### config.mk
export PLATFORM = sky130hd
export DESIGN_NAME = pipe_stage_reg
export DESIGN_NICKNAME = d
export VERILOG_FILES = /design/src/rtl/pipe_stage_reg_pkg.sv /design/src/rtl/pipe_stage_reg_skid_buf.sv /design/src/rtl/pipe_stage_reg.sv
export SDC_FILE = /design/constraint.sdc
export NUM_CORES = 1
export LEC_CHECK = 0
export BUFFER_PORTS_ARGS = -buffer_cell sky130_fd_sc_hd__buf_2
export CORE_UTILIZATION = 50
export CTS_BUF_LIST = sky130_fd_sc_hd__clkbuf_8 sky130_fd_sc_hd__clkbuf_16
export DETAILED_ROUTE_END_ITERATION = 10
export PLACE_DENSITY = 0.85
export SYNTH_ARGS = -nofsm -noshare
export SYNTH_HDL_FRONTEND = slang
export SYNTH_SLANG_ARGS = --single-unit
### constraint.sdc
create_clock -name clk -period 3.4 [get_ports clk]
set_input_delay 0.17 -clock clk [delete_from_list [all_inputs] [get_ports clk]]
set_output_delay 0.17 -clock clk [all_outputs]
set_load 0.05 [all_outputs]
### src/rtl/pipe_stage_reg_pkg.sv
// Shared encodings for the inter-stage pipeline register: mode selection,
// stall levels and the per-cycle action decode used in stall-vector mode.
package pipe_stage_reg_pkg;

  localparam int PIPE_MODE_STALL = 0;
  localparam int PIPE_MODE_HS    = 1;

  localparam logic STOP    = 1'b1;
  localparam logic NO_STOP = 1'b0;

  typedef enum logic [1:0] {
    ACT_ADVANCE = 2'd0,
    ACT_BUBBLE  = 2'd1,
    ACT_HOLD    = 2'd2,
    ACT_FLUSH   = 2'd3
  } stall_act_e;

  // A stalled stage only injects a bubble when the stage after it is moving;
  // if the next stage is also stopped the whole register simply holds.
  function automatic stall_act_e decode_stall(input logic flush,
                                              input logic stall_cur,
                                              input logic stall_next);
    if (flush) return ACT_FLUSH;
    if (stall_cur == NO_STOP) return ACT_ADVANCE;
    if (stall_next == NO_STOP) return ACT_BUBBLE;
    return ACT_HOLD;
  endfunction

endpackage

### src/rtl/pipe_stage_reg_skid_buf.sv
// One-entry skid buffer: catches the payload accepted in the cycle the
// downstream side stops, so the upstream ready can be a plain register.
module pipe_skid_buf #(
  parameter int W = 65
) (
  input  logic         clk,
  input  logic         rst,
  input  logic         flush,
  input  logic         load,
  input  logic         unload,
  input  logic [W-1:0] in_data,
  output logic         full,
  output logic [W-1:0] data
);

  logic         vld_p0;
  logic [W-1:0] data_p0;

  always_ff @(posedge clk or posedge rst) begin
    if (rst) begin
      vld_p0 <= 1'b0;
    end else if (flush) begin
      vld_p0 <= 1'b0;
    end else if (load) begin
      vld_p0 <= 1'b1;
    end else if (unload) begin
      vld_p0 <= 1'b0;
    end
  end

  // Payload is only meaningful while vld_p0 is set, so it carries no reset.
  always_ff @(posedge clk) begin
    if (load) begin
      data_p0 <= in_data;
    end
  end

  assign full = vld_p0;
  assign data = data_p0;

endmodule

### src/rtl/pipe_stage_reg.sv
// Generic inter-stage pipeline register with stall-vector or valid/ready
// (skid-buffered) operation, synchronous flush and a saturating bubble counter.
module pipe_stage_reg
  import pipe_stage_reg_pkg::*;
#(
  parameter int                DATA_W    = 64,
  parameter int                SIDE_W    = 1,
  parameter int                MODE      = 0,
  parameter int                STALL_W   = 6,
  parameter int                STAGE     = 2,
  parameter logic [DATA_W-1:0] NOP_VALUE = '0,
  parameter logic [SIDE_W-1:0] SIDE_RST  = '0,
  parameter int                CNT_W     = 16
) (
  input  logic               clk,
  input  logic               rst,
  input  logic [STALL_W-1:0] stall,
  input  logic               flush,
  input  logic               in_valid,
  output logic               in_ready,
  input  logic [DATA_W-1:0]  in_data,
  input  logic [SIDE_W-1:0]  in_side,
  output logic               out_valid,
  input  logic               out_ready,
  output logic [DATA_W-1:0]  out_data,
  output logic [SIDE_W-1:0]  out_side,
  output logic [CNT_W-1:0]   bubble_cnt
);

  logic              vld_p1;
  logic [DATA_W-1:0] data_p1;
  logic [SIDE_W-1:0] side_p1;
  logic              bubble_evt;
  logic [CNT_W-1:0]  cnt_p1;

  function automatic logic [CNT_W-1:0] sat_inc(input logic [CNT_W-1:0] c);
    if (&c) return c;
    return c + CNT_W'(1);
  endfunction

  generate
    if (MODE == PIPE_MODE_STALL) begin : g_stall
      stall_act_e act;
      logic       unused_m0;

      assign act        = decode_stall(flush, stall[STAGE], stall[STAGE+1]);
      assign in_ready   = (stall[STAGE] == NO_STOP);
      assign bubble_evt = (act == ACT_BUBBLE);
      assign unused_m0  = ^{out_ready, stall};

      // Stage boundary: upstream payload -> registered stage output.
      always_ff @(posedge clk or posedge rst) begin
        if (rst) begin
          vld_p1  <= 1'b0;
          data_p1 <= NOP_VALUE;
          side_p1 <= SIDE_RST;
        end else begin
          case (act)
            ACT_FLUSH: begin
              vld_p1  <= 1'b0;
              data_p1 <= NOP_VALUE;
              side_p1 <= SIDE_RST;
            end
            ACT_ADVANCE: begin
              vld_p1  <= in_valid;
              data_p1 <= in_data;
              side_p1 <= in_side;
            end
            ACT_BUBBLE: begin
              vld_p1  <= 1'b0;
              data_p1 <= NOP_VALUE;
            end
            default: begin
            end
          endcase
        end
      end
    end else begin : g_hs
      logic                     skid_full;
      logic                     skid_load;
      logic                     skid_unload;
      logic                     take_in;
      logic                     take_out;
      logic [DATA_W+SIDE_W-1:0] skid_q;
      logic                     unused_m1;

      assign in_ready    = ~skid_full;
      assign take_in     = in_valid & in_ready;
      assign take_out    = vld_p1 & out_ready;
      assign skid_load   = ~flush & take_in & vld_p1 & ~out_ready;
      assign skid_unload = ~flush & out_ready & skid_full;
      assign bubble_evt  = ~flush & ~vld_p1 & ~in_valid & out_ready;
      assign unused_m1   = ^stall;

      pipe_skid_buf #(
        .W(DATA_W + SIDE_W)
      ) u_skid (
        .clk    (clk),
        .rst    (rst),
        .flush  (flush),
        .load   (skid_load),
        .unload (skid_unload),
        .in_data({in_side, in_data}),
        .full   (skid_full),
        .data   (skid_q)
      );

      // Stage boundary: skid or upstream payload -> main output register.
      always_ff @(posedge clk or posedge rst) begin
        if (rst) begin
          vld_p1  <= 1'b0;
          data_p1 <= NOP_VALUE;
          side_p1 <= SIDE_RST;
        end else if (flush) begin
          vld_p1  <= 1'b0;
          data_p1 <= NOP_VALUE;
          side_p1 <= SIDE_RST;
        end else if (take_out && skid_full) begin
          vld_p1             <= 1'b1;
          {side_p1, data_p1} <= skid_q;
        end else if (take_in && (!vld_p1 || out_ready)) begin
          vld_p1  <= 1'b1;
          data_p1 <= in_data;
          side_p1 <= in_side;
        end else if (take_out) begin
          vld_p1  <= 1'b0;
          data_p1 <= NOP_VALUE;
        end
      end
    end
  endgenerate

  always_ff @(posedge clk or posedge rst) begin
    if (rst) begin
      cnt_p1 <= '0;
    end else if (bubble_evt) begin
      cnt_p1 <= sat_inc(cnt_p1);
    end
  end

  assign out_valid  = vld_p1;
  assign out_data   = data_p1;
  assign out_side   = side_p1;
  assign bubble_cnt = cnt_p1;

endmodule

==> summary.txt <==
Min path
  – Hold crit path type: input port to async pin

Detailed routing
  – DRC viols: 2
  – Antenna Nets Post-Route: 0
  – Pre-antenna DRT Iters: 9
  – DR iter-0 viols: between 100 and 150
  – Final WL: approximately 8100 um
  – Vias per Instance: roughly 5
  – Routed len/inst: 13.47 um
  – Vias: 3089

Clock network
  – H-tree depth: 3
  – Root Buffer: clkbuf_8
  – Post-CTS Setup Bufs: 0
  – Post-CTS sizing: 0
  – CTS tree: built
  – Worst-path clk slew: 90 ps
  – CTS Hold Bufs: 0
  – Clk sinks: 82
  – CTS buffer count: 9
  – Worst-case clock buffer depth: 2
  – Clk_lat worst skew: around 340 ps

Yosys
  – FF+latch count, synth: 82
  – Share of the synthesized area in the top cell type: 59.06%
  – Synthesized Nets: ~460
  – Unique masters post-synth: 36
  – Yosys warns: 0
  – Cell count after synthesis: 375
  – Post-synth design cell area: 3475 sq um
  – Sequential share of the synthesized area: 59.06%
  – Top post-synthesis cells by area: dfrtp_1, nand2_1, o21ai_0
  – Number of synthesized flops with an enable pin: 0
  – Avg Synthesized Cell Area: approximately 9.3 sq um
  – Top FF cell, synth: dfrtp_1
  – Share of synthesized flip-flops with an asynchronous set or reset: 100.0%
  – Yosys top cell by area: dfrtp_1

Power
  – Total power: between 2000 and 2500 uW
  – PwrDens: 551.0 nW/um^2
  – Max rail drop VDD: 0.0002394 V
  – Pleak: between 0.002 and 0.0025 uW

STA
  – Unrepaired setup endpoints after global routing: false
  – Relative slew slack: 38.18%
  – Final hold slack: -25.49 ps
  – Hold Vio Cnt, Final: 16
  – Final period utilization: between 50% and 60%
  – Final Skew: roughly 9.5 ps
  – Highest Clock Rate: 537.6 MHz
  – Setup violators final: 0
  – Slew Viols, Final: 0
  – Worst-Margin Slew: a little over 900 ps
  – Crit path time final: 1860 ps
  – Setup TNS: 0 ps

Critical path
  – Slowest cell on the critical path: a21oi_4
  – Worst EP required: between 3000 and 4000 ps
  – Crit Path Class: input port to flip-flop
  – Highest cell delay on the worst timing path: 570 ps
  – Critical path arrival: 2060 ps
  – Crit Path Max Fanout: 24
  – Critical path endpoint category: flip-flop
  – Startpoint Class: input port
  – R2R depth: 4
  – Crit path top cell by count: inv_1
  – Crit path cell chain: buf_2 > inv_1 > a21oi_4 > inv_1 > ha_1 > and3_2 > and2_1 > a31oi_1 > a41oi_1

Floorplan
  – Initial core utilization: around half
  – Die Wd: 85.36 um
  – Die Y: about 85 um
  – Core Box Area: roughly 6800 sq um
  – Die Area: roughly 7300 sq um
  – Rows: 30
  – IO Pins: 159

GRT
  – Largest net degree at the start of global routing: 66
  – GRT Overall Usage: 22.85%
  – Grt total ovfl: 0
  – First-pass GRT wire length: 13060 um
  – Vias in the first global route: 2787
  – Antenna violations before repair: 0

Cells and area
  – Finished Layout Cells: between 600 and 700
  – Ant diodes: 0
  – Commonest cells after routing, fill and taps aside: buf_2, nand2_1, dfrtp_1
  – Layout cell share with drive strength beyond 1: 35.05%
  – Post-layout nets: 600
  – Filler cells: approximately 570
  – Synth-to-layout area growth: 29.13%
  – Commonest non-fill, non-tap cell in the layout: buf_2

Job
  – Max cap viols: 0

Outcome
  – Failing checks: DRC, hold timing
  – Outcome: finished, violations left

Place
  – RD Place Congestion: 0.7931
  – I/O Buffers: 153
  – Post-DP HPWL: 5700 um
  – Placed insts: ~590
report_power, final:
part	leakage (uW)	internal (uW)	switching, uW	total, uW
logic	0.00119	159	512	671
clock network	0.0000855	291	362	653
registers	0.00108	1070	81.7	1150
flip-flops by register name, summed over array words and instances (netlist names):
signal      cells
out_side        1
out_valid       1
bubble_cnt     16
out_data       64
worst max-delay path: cells and delay by family:
| family | cells | cell delay [ps] |
|---|---|---|
| fa+ha+maj | 1 | 280 |
| simple gates | 2 | 520 |
| compound gates | 3 | 830 |
| buf+inv | 3 | 240 |
stage by stage:
step / hold WS, ps / area [sq um] / setup slack [ps] / util [%]
floorplan: 306.0 / 3475 / 1122 / -
global placement: 375.2 / 4300 / 1254 / 63.65
detailed placement: 390.9 / 4300 / 1158 / 63.65
CTS: 7.850 / 4487 / 1521 / 66.41
global route: 39.94 / 4487 / 1345 / 66.41
finish: -25.49 / 4487 / 1540 / 66.41
layout make-up:
cell class	count	area, sq um	share of cell area [%]
repair buffers	157	795.8	17.74
clock buffers	10	137.6	3.067
well taps	80	100.1	2.231
flip-flops and latches	82	2052	45.73
multi-input cells	264	1329	29.62
clock inverters	6	48.80	1.088
inverters	6	23.77	0.5298
synth_stat cells (2+ instances only):
cell        n
nand2_1   136
dfrtp_1    82
o21ai_0    66
clkbuf_1   18
a21oi_1     9
inv_1       6
a31oi_1     4
ha_1        4
nand3_1     4
nand4_1     4
and3_1      3
and4_1      3
buf_1       3
nor2_1      3
nor3_1      3
xnor2_1     3
a41oi_1     2
and2_1      2
and3_2      2
xor2_1      2
path summary, 6_finish.rpt:
kind                          startpoint             end  slack [ps]
min in group clk             in_data[12]    out_data[12]          50
max in group asynchronous            rst    out_data[29]        2480
hold / removal                       rst    out_data[22]         -30
setup reg to reg           bubble_cnt[7]   bubble_cnt[1]        1560
hold reg to reg             out_data[51]    out_data[51]         490
setup / recovery                stall[3]  bubble_cnt[14]        1540
routing by layer:
metal	wire, um	up-vias	global-route usage, %	share of wire [%]
met1	3490	1426	29.89	43
met5	0	-	0	0
li1	-	1539	-	-
met2	4060	105	36.88	50
met4	182	0	11.67	2.2
met3	414	19	3.988	5.1
cell families after synthesis:
group,synth area share [%]
XOR/XNOR,1.261
AO/OA/AOI/OAI,13.72
buffers and inverters,3.385
flip-flops,59.06
AND/OR/NAND/NOR,20.49
adder cells (fa/ha/maj),1.440
multiplexers,0.6481
(Power assumes the default switching activity.)
